**config.mk**
```make
export PLATFORM = sky130hd
export DESIGN_NAME = instr_fetch
export DESIGN_NICKNAME = d
export VERILOG_FILES = /design/src/rtl/instr_fetch.sv
export SDC_FILE = /design/constraint.sdc
export NUM_CORES = 1
export LEC_CHECK = 0
export ABC_AREA = 1
export BUFFER_PORTS_ARGS = -buffer_cell sky130_fd_sc_hd__buf_2
export CAP_MARGIN = 15
export CELL_PAD_IN_SITES_DETAIL_PLACEMENT = 0
export CELL_PAD_IN_SITES_GLOBAL_PLACEMENT = 1
export CORE_MARGIN = 2
export CORE_UTILIZATION = 39
export CTS_CLUSTER_DIAMETER = 30
export CTS_CLUSTER_SIZE = 40
export DETAILED_ROUTE_END_ITERATION = 7
export GPL_ROUTABILITY_DRIVEN = 0
export GPL_TIMING_DRIVEN = 0
export PLACE_DENSITY = 0.83
export SLEW_MARGIN = 20
export SYNTH_ARGS = -nofsm -noshare
export SYNTH_HDL_FRONTEND = slang
export SYNTH_SLANG_ARGS = --single-unit
```
**constraint.sdc**
```tcl
create_clock -name clk -period 2.9 [get_ports clk]
set_clock_uncertainty 0.2 [all_clocks]
set_input_delay 0.58 -clock clk [delete_from_list [all_inputs] [get_ports clk]]
set_output_delay 0.58 -clock clk [all_outputs]
set_load 0.1 [all_outputs]
```
**src/rtl/instr_fetch.sv**
```systemverilog
// instr_fetch: program counter, program-memory address and instruction
// register for the decode stage. The memory read is combinational, so a word
// addressed by pc lands in ir on the next rising edge. The design has two
// modes, RUN and HALTED, and the halted flop is the whole mode encoding.
module instr_fetch #(
  parameter int unsigned A_BITS  = 5,
  // Opcode field instr[15:9] that identifies HALT in the instruction set.
  parameter logic [6:0]  HALT_OP = 7'h7F
) (
  input  logic              clk,
  input  logic              rst_n,
  output logic [A_BITS-1:0] pc,
  input  logic [15:0]       instr_in,
  input  logic              stall,
  input  logic              jump_en,
  input  logic [A_BITS-1:0] jump_target,
  output logic [15:0]       ir,
  output logic [A_BITS-1:0] ir_pc,
  output logic              ir_valid,
  output logic              halted,
  output logic [15:0]       fetch_count
);

  localparam logic [15:0] COUNT_MAX = 16'hFFFF;

  logic              is_halt;
  logic [A_BITS-1:0] pc_d;
  logic [15:0]       ir_d;
  logic [A_BITS-1:0] ir_pc_d;
  logic              ir_valid_d;
  logic              halted_d;
  logic [15:0]       fetch_count_d;

  // Decode the HALT opcode on the word currently returned for pc.
  assign is_halt = (instr_in[15:9] == HALT_OP);

  // Next-state selection: halted, then jump, then stall, then normal fetch.
  always_comb begin
    // NOTE: every output of this block gets a hold value first, so no path
    // leaves a signal unassigned and no latch is inferred.
    pc_d          = pc;
    ir_d          = ir;
    ir_pc_d       = ir_pc;
    ir_valid_d    = ir_valid;
    halted_d      = halted;
    fetch_count_d = fetch_count;

    if (halted) begin
      // Frozen until reset; only the valid flag drops.
      ir_valid_d = 1'b0;
    end else if (jump_en) begin
      // Redirect and squash the wrong-path word at pc (HALT included).
      pc_d       = jump_target;
      ir_valid_d = 1'b0;
    end else if (!stall) begin
      ir_d       = instr_in;
      ir_pc_d    = pc;
      ir_valid_d = 1'b1;
      if (fetch_count != COUNT_MAX) begin
        fetch_count_d = fetch_count + 16'd1;
      end
      if (is_halt) begin
        halted_d = 1'b1;
      end else begin
        // Wraps modulo 2^A_BITS with no flag.
        pc_d = pc + 1'b1;
      end
    end
  end

  // State registers with asynchronous active-low reset.
  always_ff @(posedge clk or negedge rst_n) begin
    // NOTE: sequential state uses non-blocking assignments so every flop
    // samples the pre-edge values regardless of statement order.
    if (!rst_n) begin
      pc          <= '0;
      ir          <= 16'h0000;
      ir_pc       <= '0;
      ir_valid    <= 1'b0;
      halted      <= 1'b0;
      fetch_count <= 16'h0000;
    end else begin
      pc          <= pc_d;
      ir          <= ir_d;
      ir_pc       <= ir_pc_d;
      ir_valid    <= ir_valid_d;
      halted      <= halted_d;
      fetch_count <= fetch_count_d;
    end
  end

endmodule

```
======== Yosys cells after proc, flatten, opt, wreduce, memory -nomap -nowiden ========
Index checks and enable logic that the tools add are counted.
word-level totals
  bits in registers ....................... 44
  input bits .............................. 25
  output and inout port bits .............. 44
  word-level logic and storage cells ...... 29
cells by class
  add/subtract/negate cells ............... 2
  equal/unequal tests ..................... 5
  muxes and demuxes ....................... 10
  bitwise gates (word level) .............. 3
  reductions and logical operators ........ 3
operator list
  operator               number
  $add 16x1->16 const B  1
  $ne 16x16->1 const B   1
  $mux 5                 3
  $eq 7x7->1 const B     1
  $mux 1                 7
  $reduce_and 3->1       2
  $add 5x1->5 const B    1
  $reduce_and 4->1       1
  $ne 3x1->1 const B     1
  $not 1->1              3
  $ne 2x1->1 const B     1
  $ne 2x2->1 const B     1

======== Logic depth before layout (Yosys ltp) ========
  word-level depth ........................ 5
  mapped depth ............................ 9
  mapped depth without buffers ............ 8

======== Worst setup path after synthesis ========
OpenSTA, ideal clock, no wires.
  path type ............................... register -> register
  start ................................... register fetch_count[1]
  end ..................................... register fetch_count[11]
  setup time .............................. 0.068 ns
  arrival time ............................ 2.138 ns
  required time ........................... 2.632 ns
  slack ................................... 0.494 ns
  cell stages (with the launch flop) ...... 9
  path buffers ............................ 1
  clock period less this slack ............ 2.406 ns
  cell sequence ........................... dfrtp_1 ha_1 nand3_2 nor2_4 nand2_4 nand2_8 buf_12 nand2_1 nand2_1
on the way
  cells in the longest elaborated chain, start to end .. 2
  elaborated cells between the ends (all ways) .. 3
  those cells by class .................... 1 x add/sub; 1 x eq/ne; 1 x reduce/logical
ends and longest elaborated chain
  what                                                                   RTL line  source
  start, declared                                                        21        output logic [15:0] fetch_count
  start signal, assigned                                                 88        fetch_count <= fetch_count_d;
  parallel branches: the longest is 2 deep, another holds $add 16x1->16  -
Parallel ways; which one is timed is not known.
A chain may end at the register's enable or synchronous reset.

======== Final worst setup path ========
  start ................................... register halted
  end ..................................... output port halted
RTL lines
  what                    RTL line  source
  start, declared         20        output logic halted,
  start signal, assigned  87        halted <= halted_d;
No word-level cell between the ends.

==> tab_implementation.tex <==
\begin{tabular}{lr}
\hline
Metric & Value \\
\hline
\multicolumn{2}{l}{\textbf{Synth}} \\
Synth cell count leaders & sky130\_fd\_sc\_hd\_\_nand2\_1 (153), sky130\_fd\_sc\_hd\_\_dfrtp\_1 (44), sky130\_fd\_sc\_hd\_\_nand3\_1 (19), sky130\_fd\_sc\_hd\_\_inv\_1 (18), sky130\_fd\_sc\_hd\_\_nor2\_1 (15) \\
Biggest area consumer among synthesized cells & sky130\_fd\_sc\_hd\_\_dfrtp\_1 \\
Most repeated cell in the gate-level netlist after synthesis & sky130\_fd\_sc\_hd\_\_nand2\_1 \\
Proportion of netlist area held by the largest area contributor & 47.9\% \\
Top area cells in the synthesized netlist & sky130\_fd\_sc\_hd\_\_dfrtp\_1 (48\%), sky130\_fd\_sc\_hd\_\_nand2\_1 (25\%), sky130\_fd\_sc\_hd\_\_nand3\_1 (4.1\%) \\
Cells after synthesis & 301 \\
EDFF count, synth & 0 \\
Synthesized area divided by synthesized cell count & 7.64 um2 \\
Cell area after technology mapping & 2300 um2 \\
Total number of yosys warnings & 0 \\
Most used flip-flop cell after synthesis & sky130\_fd\_sc\_hd\_\_dfrtp\_1 \\
Register bit total from synthesis & 44 \\
Sequential cell area fraction in the yosys report & 47.9\% \\
Post-synthesis net count & 328 \\
Count of cell types in the netlist & 26 \\
Async S/R FF share, synth & 100\% \\
\multicolumn{2}{l}{\textbf{Timing}} \\
Total count of max-transition violations in the final report & 0 \\
Slew HR & 61.5\% \\
Sum of negative setup slack & 0 ns \\
Unrepaired setup endpoints after global routing & no \\
Maximum frequency from static timing analysis & 487 MHz \\
Final Critical Period & 2.05 ns \\
Worst Hold Slack & 0.0666 ns \\
Final period util & 70.8\% \\
Worst-Margin Slew & 0.578 ns \\
Setup violations, final & 0 \\
Final Hold Viols & 0 \\
\multicolumn{2}{l}{\textbf{Worst hold path}} \\
Min-Delay Path Class & in2async \\
\multicolumn{2}{l}{\textbf{Route}} \\
Total vias in the final route & 2073 \\
\# DRC & 0 \\
Vias per inst & 4.63 \\
First-pass detailed-route iteration total & 4 \\
WL/cell & 12.3 um \\
Overall routed net length & 5.50 mm \\
Initial drt markers & 76 \\
Residual antenna-violating net count after detailed routing & 0 \\
\multicolumn{2}{l}{\textbf{Worst setup path}} \\
Delay of the slowest cell on the worst path & 0.49 ns \\
Cell-by-cell trace of the critical path & buf\_2 \\
Gate family responsible for the most delay along the worst path & flip-flops \\
Number of buffer and inverter stages on the critical path & 1 \\
Cell with the largest stage delay on the worst path & sky130\_fd\_sc\_hd\_\_dfrtp\_1 \\
Worst setup path category & reg2out \\
Required @ worst endpoint & 2.12 ns \\
Sort of element at the end of the critical path & output port \\
Critical Path Start Type & register \\
Largest driver fanout on the critical path & 4 \\
Critical Path AT & 1.27 ns \\
\multicolumn{2}{l}{\textbf{Power}} \\
Power Internal & 0.904 mW \\
Pwr per Cell Area & 438 nW/um2 \\
Combinational Power Share & 11.0\% \\
Maximum vdd drop & 0.271 mV \\
Clock network fraction of design power & 38.5\% \\
Sw Ratio & 27.3\% \\
P\_leak & 1.63 nW \\
Net switching power of the design & 0.340 mW \\
Sequential share of power & 50.5\% \\
\multicolumn{2}{l}{\textbf{Floorplan}} \\
Core area & 5610 um2 \\
Die Width & 80.8 um \\
DIE HEIGHT & 80.8 um \\
Initial Utilization & 41.0\% \\
Number of top-level pins & 69 \\
Core Rows & 27 \\
Total Die Area & 6530 um2 \\
\multicolumn{2}{l}{\textbf{Layout}} \\
Post-Route Utilization & 50.6\% \\
Net count of the finished layout & 402 \\
Final non-filler cell area & 2840 um2 \\
Area growth from synthesis to layout & 23.4\% \\
FILL cells & 584 \\
Antenna diodes & 0 \\
Share of final-layout standard cells stronger than drive strength 1 & 25.5\% \\
Area used by sequential logic in the layout & 1100 um2 \\
Multi-input combinational cell area & 1060 um2 \\
\multicolumn{2}{l}{\textbf{Clocking}} \\
TritonCTS clock tree & built \\
Hold-fix buffers at CTS & 0 \\
Setup repair bufs after CTS & 0 \\
Maximum number of buffers from clock root to sink & 2 \\
Clock Sinks & 44 \\
Clock-pin slew reported for the worst setup and hold paths after clock tree synthesis & 0.09 ns \\
Clock buffer count from CTS & 5 \\
Clock H-tree levels & 2 \\
Total of cells resized after clock tree synthesis & 0 \\
Clock latency reported for the late side of the worst-skew pair & 0.30 ns \\
Root Driver & sky130\_fd\_sc\_hd\_\_clkbuf\_8 \\
\multicolumn{2}{l}{\textbf{Global route}} \\
Overall overflow remaining after global route & 0 \\
Pin count of the biggest net entering global routing & 45 \\
Vias in the first global route & 2090 \\
Initial antenna violation count & 0 \\
Global-route wire length before repair & 9.45 mm \\
GRT Util Overall & 18.6\% \\
\multicolumn{2}{l}{\textbf{Place}} \\
DPL Wire Length & 3.94 mm \\
Buffers added on ports & 67 \\
Placed inst area & 2730 um2 \\
\multicolumn{2}{l}{\textbf{Run}} \\
Max-Cap Viols & 0 \\
\multicolumn{2}{l}{\textbf{Run status}} \\
Outcome & completed \\
\hline
\end{tabular}
[layout make-up]
cell class | count | area share [%]
sequential | 44 | 38.8
clock buffer | 5 | 2.42
multi-input combinational | 229 | 37.4
tap | 72 | 3.17
clock inverter | 3 | 1.50
timing repair buffer | 67 | 11.9
buffer | 8 | 2.07
inverter | 20 | 2.73
[power groups by stage]
| stage | logic, mW | clock network, mW | registers (mW) |
|---|---|---|---|
| final | 0.137 | 0.479 | 0.628 |
| after global routing | 0.148 | 0.521 | 0.630 |
| after CTS | 0.139 | 0.492 | 0.628 |
| after detailed placement | 0.139 | 0 | 0.640 |
| after global placement | 0.138 | 0 | 0.640 |
| after floorplan | 0.0200 | 0 | 0.714 |
[layer usage]
layer | global-route usage (%) | vias up | wire length [um]
met1 | 24.2 | 922 | 2470
met3 | 5.22 | 2 | 381
li1 | - | 1090 | -
met5 | 0 | - | 0
met4 | 5.76 | 0 | 24
met2 | 30.3 | 59 | 2630
[layout by cell type, fill, tap and decap left out, types with 5 or more instances in the layout]
cell / n
sky130_fd_sc_hd__inv_1: 18
sky130_fd_sc_hd__nand2_1: 153
sky130_fd_sc_hd__buf_2: 70
sky130_fd_sc_hd__o21ai_0: 7
sky130_fd_sc_hd__clkbuf_8: 5
sky130_fd_sc_hd__nand3_1: 19
sky130_fd_sc_hd__nand4_1: 11
sky130_fd_sc_hd__nor2_1: 15
sky130_fd_sc_hd__dfrtp_1: 44
sky130_fd_sc_hd__xnor2_1: 7
[through the flow]
stage / std cells / worst slack (ns) / power [mW]
global placement: 440 / 1.02 / 0.778
CTS: 448 / 0.833 / 1.26
floorplan: 301 / 0.494 / 0.734
finish: 448 / 0.848 / 1.24
detailed placement: 440 / 1.01 / 0.779
global route: 448 / 0.791 / 1.30
[registers in the layout, indices dropped and copies added, names as in the netlist]
signal and flops:
fetch_count 16, ir 16, ir_pc 5, pc 5, halted 1, ir_valid 1
[cell families (layout without fill, tap and decap cells)]
group / after synthesis / count (layout) / share of synthesized area, %
buf+inv: 28 / 103 / 5.93
xor+xnor: 7 / 7 / 2.67
simple gates: 211 / 211 / 40.3
compound gates: 9 / 9 / 2.12
fa+ha+maj: 2 / 2 / 1.09
flops: 44 / 44 / 47.9
[path summary, 6_finish.rpt]
| path | cells after the start | start | slack [ns] | endpoint |
|---|---|---|---|---|
| worst max-delay path | 1 | halted | 0.85 | halted |
| worst min-delay path | 1 | rst_n | 0.07 | fetch_count[4] |
| worst max register to register | 8 | fetch_count[0] | 1.08 | fetch_count[11] |
| worst min register to register | 2 | ir[13] | 0.27 | ir[13] |
| max in group asynchronous | 1 | rst_n | 2.03 | ir[0] |
| min in group clk | 2 | ir[13] | 0.27 | ir[13] |
(Power assumes the default switching activity.)
